## src/rtl/axi_rd_sched_if.sv

```systemverilog
// Bundles the requester-side and AXI-side read-channel signals of axi_rd_sched.
// master = scheduler view; slave = view of the environment (requesters plus AXI slave).
interface axi_rd_sched_if #(
    parameter int NUM_M = 2
);
    // Handshakes: a transfer occurs on a rising clock edge where valid and ready are both 1;
    // the source holds its payload stable while valid is high, and ready may depend on valid.
    logic [NUM_M*32-1:0] m_araddr;
    logic [NUM_M*4-1:0]  m_arlen;
    logic [NUM_M-1:0]    m_arvalid;
    logic [NUM_M-1:0]    m_arready;
    logic [31:0]         m_rdata;
    logic [1:0]          m_rresp;
    logic [NUM_M-1:0]    m_rlast;
    logic [NUM_M-1:0]    m_rvalid;
    logic [NUM_M-1:0]    m_rready;

    logic [3:0]          arid;
    logic [31:0]         araddr;
    logic [3:0]          arlen;
    logic [2:0]          arsize;
    logic [1:0]          arburst;
    logic [1:0]          arlock;
    logic [3:0]          arcache;
    logic [2:0]          arprot;
    logic                arvalid;
    logic                arready;
    logic [3:0]          rid;
    logic [31:0]         rdata;
    logic [1:0]          rresp;
    logic                rlast;
    logic                rvalid;
    logic                rready;

    modport master (
        input  m_araddr, m_arlen, m_arvalid, m_rready,
        output m_arready, m_rdata, m_rresp, m_rlast, m_rvalid,
        output arid, araddr, arlen, arsize, arburst, arlock, arcache, arprot, arvalid,
        input  arready,
        input  rid, rdata, rresp, rlast, rvalid,
        output rready
    );

    modport slave (
        output m_araddr, m_arlen, m_arvalid, m_rready,
        input  m_arready, m_rdata, m_rresp, m_rlast, m_rvalid,
        input  arid, araddr, arlen, arsize, arburst, arlock, arcache, arprot, arvalid,
        output arready,
        output rid, rdata, rresp, rlast, rvalid,
        input  rready
    );
endinterface

```

## src/rtl/axi_rd_sched.sv

```systemverilog
// Single-outstanding AXI read scheduler for NUM_M cache requesters, with R-channel checking.
// Define ARB_RR_EN for round-robin arbitration; the default build uses fixed priority (index 0 first).
module axi_rd_sched #(
    parameter int NUM_M   = 2,
    parameter int ID_BASE = 0
) (
    input  logic          aclk,
    input  logic          aresetn,
    axi_rd_sched_if.master bus,
    output logic          busy,
    output logic [1:0]    grant_id,
    output logic          proto_err,
    output logic [1:0]    o_dbg_state
);

    typedef enum logic [1:0] {
        S_IDLE = 2'd0,
        S_ADDR = 2'd1,
        S_DATA = 2'd2
    } state_t;

    state_t            r_state;
    state_t            w_next;

    logic              r_arvalid;
    logic [3:0]        r_arid;
    logic [31:0]       r_araddr;
    logic [3:0]        r_arlen;
    logic [1:0]        r_grant;
    logic [3:0]        r_beat_cnt;
    logic              r_proto_err;

    logic              w_any;
    logic [1:0]        w_winner;
    logic [31:0]       w_addr;
    logic [3:0]        w_len;
    logic [3:0]        w_arid;
    logic [NUM_M-1:0]  w_gnt_oh;
    logic              w_beat;
    logic              w_err;

`ifdef ARB_RR_EN
    logic [1:0]        r_ptr;

    // Scan from the pointer upward; descending k lets the nearest requester win.
    always_comb begin
        w_winner = 2'd0;
        for (int p = 0; p < NUM_M; p++) begin
            if (r_ptr == 2'(p)) begin
                for (int k = NUM_M - 1; k >= 0; k--) begin
                    if (bus.m_arvalid[(p + k) % NUM_M]) begin
                        w_winner = 2'((p + k) % NUM_M);
                    end
                end
            end
        end
    end

    always_ff @(posedge aclk) begin
        if (!aresetn) begin
            r_ptr <= 2'd0;
        end else if (r_state == S_IDLE && w_any) begin
            r_ptr <= (w_winner == 2'(NUM_M - 1)) ? 2'd0 : w_winner + 2'd1;
        end
    end
`else
    always_comb begin
        w_winner = 2'd0;
        for (int i = NUM_M - 1; i >= 0; i--) begin
            if (bus.m_arvalid[i]) begin
                w_winner = 2'(i);
            end
        end
    end
`endif

    assign w_any  = |bus.m_arvalid;
    assign w_arid = 4'(ID_BASE) + {2'b00, w_winner};

    always_comb begin
        w_addr = 32'd0;
        w_len  = 4'd0;
        for (int i = 0; i < NUM_M; i++) begin
            if (w_winner == 2'(i)) begin
                w_addr = bus.m_araddr[32*i +: 32];
                w_len  = bus.m_arlen[4*i +: 4];
            end
        end
    end

    always_comb begin
        w_gnt_oh = '0;
        for (int i = 0; i < NUM_M; i++) begin
            w_gnt_oh[i] = (r_grant == 2'(i));
        end
    end

    // rready only ever follows the granted requester, and only while a burst is in DATA.
    assign bus.rready    = (r_state == S_DATA) && |(bus.m_rready & w_gnt_oh);
    assign w_beat        = bus.rvalid && bus.rready;
    assign w_err         = (bus.rid != r_arid) ||
                           (bus.rlast ? (r_beat_cnt != r_arlen) : (r_beat_cnt == r_arlen));

    assign bus.m_arready = (r_state == S_ADDR && bus.arready) ? w_gnt_oh : '0;
    assign bus.m_rvalid  = (r_state == S_DATA && bus.rvalid)  ? w_gnt_oh : '0;
    assign bus.m_rlast   = (r_state == S_DATA && bus.rlast)   ? w_gnt_oh : '0;
    assign bus.m_rdata   = bus.rdata;
    assign bus.m_rresp   = bus.rresp;

    assign bus.arid      = r_arid;
    assign bus.araddr    = r_araddr;
    assign bus.arlen     = r_arlen;
    assign bus.arsize    = 3'b010;
    assign bus.arburst   = 2'b01;
    assign bus.arlock    = 2'b00;
    assign bus.arcache   = 4'b0000;
    assign bus.arprot    = 3'b000;
    assign bus.arvalid   = r_arvalid;

    assign busy          = (r_state != S_IDLE);
    assign grant_id      = r_grant;
    assign proto_err     = r_proto_err;
    assign o_dbg_state   = r_state;

    always_ff @(posedge aclk) begin
        if (!aresetn) begin
            r_state <= S_IDLE;
        end else begin
            r_state <= w_next;
        end
    end

    always_comb begin
        w_next = r_state;
        case (r_state)
            S_IDLE:  if (w_any) w_next = S_ADDR;
            S_ADDR:  if (bus.arready) w_next = S_DATA;
            S_DATA:  if (w_beat && bus.rlast) w_next = S_IDLE;
            default: w_next = S_IDLE;
        endcase
    end

    // A bad beat still completes the burst on rlast; the error just stays latched.
    always_ff @(posedge aclk) begin
        if (!aresetn) begin
            r_arvalid   <= 1'b0;
            r_arid      <= 4'd0;
            r_araddr    <= 32'd0;
            r_arlen     <= 4'd0;
            r_grant     <= 2'd0;
            r_beat_cnt  <= 4'd0;
            r_proto_err <= 1'b0;
        end else begin
            case (r_state)
                S_IDLE: begin
                    if (w_any) begin
                        r_arvalid  <= 1'b1;
                        r_arid     <= w_arid;
                        r_araddr   <= w_addr;
                        r_arlen    <= w_len;
                        r_grant    <= w_winner;
                        r_beat_cnt <= 4'd0;
                    end
                end
                S_ADDR: begin
                    if (bus.arready) begin
                        r_arvalid <= 1'b0;
                    end
                end
                S_DATA: begin
                    if (w_beat) begin
                        r_beat_cnt <= r_beat_cnt + 4'd1;
                        if (w_err) begin
                            r_proto_err <= 1'b1;
                        end
                    end
                end
                default: begin
                    r_arvalid <= 1'b0;
                end
            endcase
        end
    end

endmodule

```

## src/flat_wrapper.sv

```systemverilog
// flat-port wrapper written by rule: the top's interface ports become plain ports
module axi_rd_sched_flat 
#(
    parameter int NUM_M   = 2,
    parameter int ID_BASE = 0
)
  (aclk, aresetn, busy, grant_id, proto_err, o_dbg_state, bus_m_araddr, bus_m_arlen, bus_m_arvalid, bus_m_rready, bus_m_arready, bus_m_rdata, bus_m_rresp, bus_m_rlast, bus_m_rvalid, bus_arid, bus_araddr, bus_arlen, bus_arsize, bus_arburst, bus_arlock, bus_arcache, bus_arprot, bus_arvalid, bus_arready, bus_rid, bus_rdata, bus_rresp, bus_rlast, bus_rvalid, bus_rready);
  axi_rd_sched_if #(.NUM_M(NUM_M)) bus_i ();
  input  logic aclk;
  input  logic aresetn;
  output logic busy;
  output logic [1:0] grant_id;
  output logic proto_err;
  output logic [1:0] o_dbg_state;
  input wire logic [$bits(bus_i.m_araddr)-1:0] bus_m_araddr;
  input wire logic [$bits(bus_i.m_arlen)-1:0] bus_m_arlen;
  input wire logic [$bits(bus_i.m_arvalid)-1:0] bus_m_arvalid;
  input wire logic [$bits(bus_i.m_rready)-1:0] bus_m_rready;
  output wire logic [$bits(bus_i.m_arready)-1:0] bus_m_arready;
  output wire logic [$bits(bus_i.m_rdata)-1:0] bus_m_rdata;
  output wire logic [$bits(bus_i.m_rresp)-1:0] bus_m_rresp;
  output wire logic [$bits(bus_i.m_rlast)-1:0] bus_m_rlast;
  output wire logic [$bits(bus_i.m_rvalid)-1:0] bus_m_rvalid;
  output wire logic [$bits(bus_i.arid)-1:0] bus_arid;
  output wire logic [$bits(bus_i.araddr)-1:0] bus_araddr;
  output wire logic [$bits(bus_i.arlen)-1:0] bus_arlen;
  output wire logic [$bits(bus_i.arsize)-1:0] bus_arsize;
  output wire logic [$bits(bus_i.arburst)-1:0] bus_arburst;
  output wire logic [$bits(bus_i.arlock)-1:0] bus_arlock;
  output wire logic [$bits(bus_i.arcache)-1:0] bus_arcache;
  output wire logic [$bits(bus_i.arprot)-1:0] bus_arprot;
  output wire logic [$bits(bus_i.arvalid)-1:0] bus_arvalid;
  input wire logic [$bits(bus_i.arready)-1:0] bus_arready;
  input wire logic [$bits(bus_i.rid)-1:0] bus_rid;
  input wire logic [$bits(bus_i.rdata)-1:0] bus_rdata;
  input wire logic [$bits(bus_i.rresp)-1:0] bus_rresp;
  input wire logic [$bits(bus_i.rlast)-1:0] bus_rlast;
  input wire logic [$bits(bus_i.rvalid)-1:0] bus_rvalid;
  output wire logic [$bits(bus_i.rready)-1:0] bus_rready;
  assign bus_i.m_araddr = bus_m_araddr;
  assign bus_i.m_arlen = bus_m_arlen;
  assign bus_i.m_arvalid = bus_m_arvalid;
  assign bus_i.m_rready = bus_m_rready;
  assign bus_m_arready = bus_i.m_arready;
  assign bus_m_rdata = bus_i.m_rdata;
  assign bus_m_rresp = bus_i.m_rresp;
  assign bus_m_rlast = bus_i.m_rlast;
  assign bus_m_rvalid = bus_i.m_rvalid;
  assign bus_arid = bus_i.arid;
  assign bus_araddr = bus_i.araddr;
  assign bus_arlen = bus_i.arlen;
  assign bus_arsize = bus_i.arsize;
  assign bus_arburst = bus_i.arburst;
  assign bus_arlock = bus_i.arlock;
  assign bus_arcache = bus_i.arcache;
  assign bus_arprot = bus_i.arprot;
  assign bus_arvalid = bus_i.arvalid;
  assign bus_i.arready = bus_arready;
  assign bus_i.rid = bus_rid;
  assign bus_i.rdata = bus_rdata;
  assign bus_i.rresp = bus_rresp;
  assign bus_i.rlast = bus_rlast;
  assign bus_i.rvalid = bus_rvalid;
  assign bus_rready = bus_i.rready;
  axi_rd_sched #(.NUM_M(NUM_M), .ID_BASE(ID_BASE)) u_core (.aclk(aclk), .aresetn(aresetn), .bus(bus_i), .busy(busy), .grant_id(grant_id), .proto_err(proto_err), .o_dbg_state(o_dbg_state));
endmodule
```

## config.mk

```make
export PLATFORM = sky130hd
export DESIGN_NAME = axi_rd_sched_flat
export DESIGN_NICKNAME = d
export VERILOG_FILES = /design/src/rtl/axi_rd_sched_if.sv /design/src/rtl/axi_rd_sched.sv /design/src/flat_wrapper.sv
export SDC_FILE = /design/constraint.sdc
export NUM_CORES = 1
export LEC_CHECK = 0
export ABC_CLOCK_PERIOD_IN_PS = 1700
export BUFFER_PORTS_ARGS = -buffer_cell sky130_fd_sc_hd__buf_4
export CAP_MARGIN = 20
export CORE_MARGIN = 2
export CORE_UTILIZATION = 39
export DETAILED_ROUTE_END_ITERATION = 10
export GPL_ROUTABILITY_DRIVEN = 0
export PLACE_DENSITY = 0.81
export SLEW_MARGIN = 30
export SYNTH_ARGS = -nofsm -noshare
export SYNTH_HDL_FRONTEND = slang
export SYNTH_SLANG_ARGS = --single-unit
```

## constraint.sdc

```tcl
create_clock -name aclk -period 1.7 [get_ports aclk]
set_clock_uncertainty 0.1 [all_clocks]
set_input_delay 0.34 -clock aclk [delete_from_list [all_inputs] [get_ports aclk]]
set_output_delay 0.34 -clock aclk [all_outputs]
set_load 0.005 [all_outputs]
```

==> insert_results.sql <==
INSERT INTO impl_metrics (metric_group, metric, value, unit) VALUES
('worst_hold_path', 'worst_hold_path_type', 'input port to flop', ''),
('worst_hold_path', 'worstHoldStart', 'bus_arready', ''),
('critical_path', 'bufs_and_invs_on_worst_path', '1', ''),
('power', 'fin_total_pwr', '2.84', 'mW'),
('logic_synthesis', 'synth_area_per_cell', '9.28', 'um^2'),
('run', 'drv.max_cap_violation_count', '0', ''),
('drt', 'drc', '0', ''),
('global_routing', 'antenna_violations_before_repair', '0', ''),
('clock_network', 'clk-insertion-delay-late', '280', 'ps'),
('place', 'buffer_ports.inserted', '134', ''),
('critical_path', 'r2r_path_end', 'u_core.r_beat_cnt[2]$_SDFFE_PN0P_', ''),
('floorplanning', 'die_height', '86.2', 'um'),
('power', 'irDropWorstVdd', '0.473', 'mV'),
('global_routing', 'grt_use_met1', '0.193', ''),
('critical_path', 'slowest_delay', '380', 'ps'),
('finish', 'design_area', '3560', 'um^2'),
('logic_synthesis', 'synth_enable_flop_cells', '0', ''),
('critical_path', 'r2r_cells', '4', ''),
('finish', 'synthToLayoutAreaGrowth', '35.3', '%'),
('logic_synthesis', 'synth.lib_cells_used.distinct', '38', ''),
('floorplanning', 'design.portCount', '221', ''),
('logic_synthesis', 'netlist_instances', '284', ''),
('place', 'postPlaceCellArea', '3410', 'um^2'),
('logic_synthesis', 'synth.yosys.warnings', '0', ''),
('sta', 'maximum_clock_frequency', '605', 'MHz'),
('drt', 'drt_pre_antenna_iters', '4', ''),
('finish', 'utilization', '0.552', ''),
('global_routing', 'grt_start_max_net_pins', '73', ''),
('drt', 'via_per_inst', '4.98', ''),
('floorplanning', 'core_area', '6460', 'um^2'),
('critical_path', 'crit_path_top_delay_cell', 'sky130_fd_sc_hd__dfxtp_4', ''),
('drt', 'dr.first_iter.drc_count', '61', ''),
('place', 'pre_cts_slack', '92.1', 'ps'),
('finish', 'nNetsFinal', '501', ''),
('sta', 'hold_viol_final', '0', ''),
('logic_synthesis', 'yosysSeqAreaShare', '0.342', ''),
('global_routing', 'via_count_of_the_first_global_routing_pass', '2241', ''),
('clock_network', 'cts_buffers', '5', ''),
('clock_network', 'htree_levels', '2', ''),
('critical_path', 'reg2reg_from', 'u_core.o_dbg_state[0]$_SDFFE_PN0P_', ''),
('power', 'power_density', '796', 'nW/um^2'),
('worst_hold_path', 'worst_hold_path.num_cells', '4', ''),
('clock_network', 'cts_hold_buf', '0', ''),
('finish', 'drive_above_1_share', '0.433', ''),
('place', 'place_hpwl', '5440', 'um'),
('logic_synthesis', 'yosys_most_used_dff', 'sky130_fd_sc_hd__dfxtp_1', ''),
('sta', 'final_max_slew_viol_count', '0', ''),
('floorplanning', 'row_count', '29', ''),
('sta', 'finalWorstPathRequiredPeriod', '1650', 'ps'),
('floorplanning', 'die_width', '86.2', 'um'),
('sta', 'timing.final.setup_violations', '0', ''),
('clock_network', 'tritoncts_clock_tree', 'yes', ''),
('floorplanning', 'start_util', '0.408', ''),
('logic_synthesis', 'mappedNetlistArea', '2640', 'um^2'),
('critical_path', 'critical_path.startpoint_type', 'flop', ''),
('global_routing', 'global_route_wire_length_before_repair', '10400', 'um'),
('critical_path', 'critPathMaxFanout', '6', ''),
('critical_path', 'crit_path_cell_trace', 'or2b_2 -> nor2_1 -> buf_4', ''),
('logic_synthesis', 'synth_seq_cells', '45', ''),
('sta', 'finalWorstSetupSlack', '48.0', 'ps'),
('clock_network', 'clkTransAtPathRegs', '80', 'ps'),
('place', 'placedCellCount', '449', ''),
('global_routing', 'top_usage_layer', 'met2', ''),
('run_status', 'status', 'finished clean', ''),
('global_routing', 'overall_overflow_remaining_after_global_route', '0', ''),
('finish', 'fillerInstances', '557', ''),
('critical_path', 'worst-endpoint-arrival', '1210', 'ps'),
('clock_network', 'clk_root_buffer_cell', 'sky130_fd_sc_hd__clkbuf_8', ''),
('critical_path', 'worst_path_dominant_cell_family', 'simple AND/OR/NAND/NOR gates', ''),
('critical_path', 'setup.worst_path.end_class', 'output pin', ''),
('logic_synthesis', 'share_of_flip_flops_with_an_asynchronous_set_or_reset_after_synthesis', '0', '');
timing repair:
action | CTS | global route
gates resized for setup | 5 | 5
pin swaps | 0 | 2
endpoints found under the setup margin | 4 | 3
setup buffers | 0 | 2
power by group:
part           internal [mW]  leakage, nW  switching, mW
clock                  0.427       0.0540          0.342
sequential              1.18        0.375         0.0815
combinational          0.471         1.58          0.338
total                   2.07         2.00          0.762
worst register-to-register path: stages (launching register included):
cell and delay, ps:
sky130_fd_sc_hd__dfxtp_4 370, sky130_fd_sc_hd__nand3b_2 240, sky130_fd_sc_hd__o22ai_2 250, sky130_fd_sc_hd__or4b_1 450
sky130_fd_sc_hd__nand2_1 70
cell usage in the layout, fill, tap and decap left out, types with 2 or more instances in the layout:
| master | Yosys | layout |
|---|---|---|
| sky130_fd_sc_hd__or4b_1 | 2 | 2 |
| sky130_fd_sc_hd__clkbuf_8 | 0 | 5 |
| sky130_fd_sc_hd__mux2i_1 | 37 | 36 |
| sky130_fd_sc_hd__nor2_1 | 8 | 8 |
| sky130_fd_sc_hd__nand2_1 | 42 | 42 |
| sky130_fd_sc_hd__buf_4 | 57 | 140 |
| sky130_fd_sc_hd__buf_12 | 0 | 2 |
| sky130_fd_sc_hd__o2111ai_1 | 2 | 2 |
| sky130_fd_sc_hd__conb_1 | 2 | 18 |
| sky130_fd_sc_hd__o211a_1 | 36 | 36 |
| sky130_fd_sc_hd__nand3_1 | 3 | 3 |
| sky130_fd_sc_hd__and3_4 | 0 | 2 |
| sky130_fd_sc_hd__o21ai_0 | 3 | 3 |
| sky130_fd_sc_hd__a21boi_0 | 3 | 3 |
| sky130_fd_sc_hd__nor4_1 | 2 | 2 |
| sky130_fd_sc_hd__dfxtp_4 | 0 | 2 |
| sky130_fd_sc_hd__xor2_1 | 5 | 5 |
| sky130_fd_sc_hd__dfxtp_1 | 45 | 42 |
worst max path at each step:
stage / cells after the start / start / endpoint / slack, ps
5_1_grt: 3 / u_core.o_dbg_state[0]$_SDFFE_PN0P_ / bus_m_rlast[1] / -1
3_5_place_dp: 5 / bus_m_arvalid[1] / u_core.r_beat_cnt[3]$_SDFFE_PN0P_ / 90
6_report: 3 / u_core.o_dbg_state[1]$_SDFFE_PN0P_ / bus_rready / 50
4_1_cts: 3 / u_core.o_dbg_state[0]$_SDFFE_PN0P_ / bus_m_rlast[1] / 1
3_3_place_gp: 5 / bus_m_arvalid[1] / u_core.r_beat_cnt[3]$_SDFFE_PN0P_ / 90
2_1_floorplan: 5 / u_core.grant_id[0]$_SDFFE_PN0P_ / u_core.proto_err$_SDFFE_PN0P_ / 160
metrics by stage:
step,TNS [ps],hold slack (ps)
2_1_floorplan,0,360
3_3_place_gp,0,369
3_5_place_dp,0,382
4_1_cts,0,224
5_1_grt,-1.28,245
6_report,0,232
flip-flops by register name (all words and copies together) (netlist names):
| register | flops |
|---|---|
| u_core.bus.araddr | 32 |
| u_core.bus.arlen | 4 |
| u_core.bus.arvalid | 1 |
| u_core.grant_id | 1 |
| u_core.o_dbg_state | 2 |
| u_core.proto_err | 1 |
| u_core.r_beat_cnt | 4 |
metal layers:
| metal | up-vias | part of all wire |
|---|---|---|
| li1 | 1110 | - |
| met1 | 1034 | 0.37 |
| met2 | 129 | 0.52 |
| met3 | 8 | 0.11 |
| met4 | 0 | 0.0086 |
| met5 | - | 0 |
cell type report:
class	count	area (um^2)	area share
multi-input cells	183	1330	0.374
repair buffers	144	1110	0.313
flip-flops and latches	45	910	0.255
well taps	77	96.3	0.0270
clock buffers	5	68.8	0.0193
clock inverters	2	35.0	0.00983
inverters	2	7.51	0.00211
cells by family after synthesis:
kind of cell | Yosys count | share of synthesized area
adder cells (fa/ha/maj) | 1 | 0.00475
multiplexers | 37 | 0.141
other | 2 | 0.00285
AND/OR/NAND/NOR | 71 | 0.127
flip-flops | 45 | 0.342
buffers and inverters | 72 | 0.189
XOR/XNOR | 6 | 0.0199
AO/OA/AOI/OAI | 50 | 0.175
Note: power is estimated with default switching activity, not from simulation.
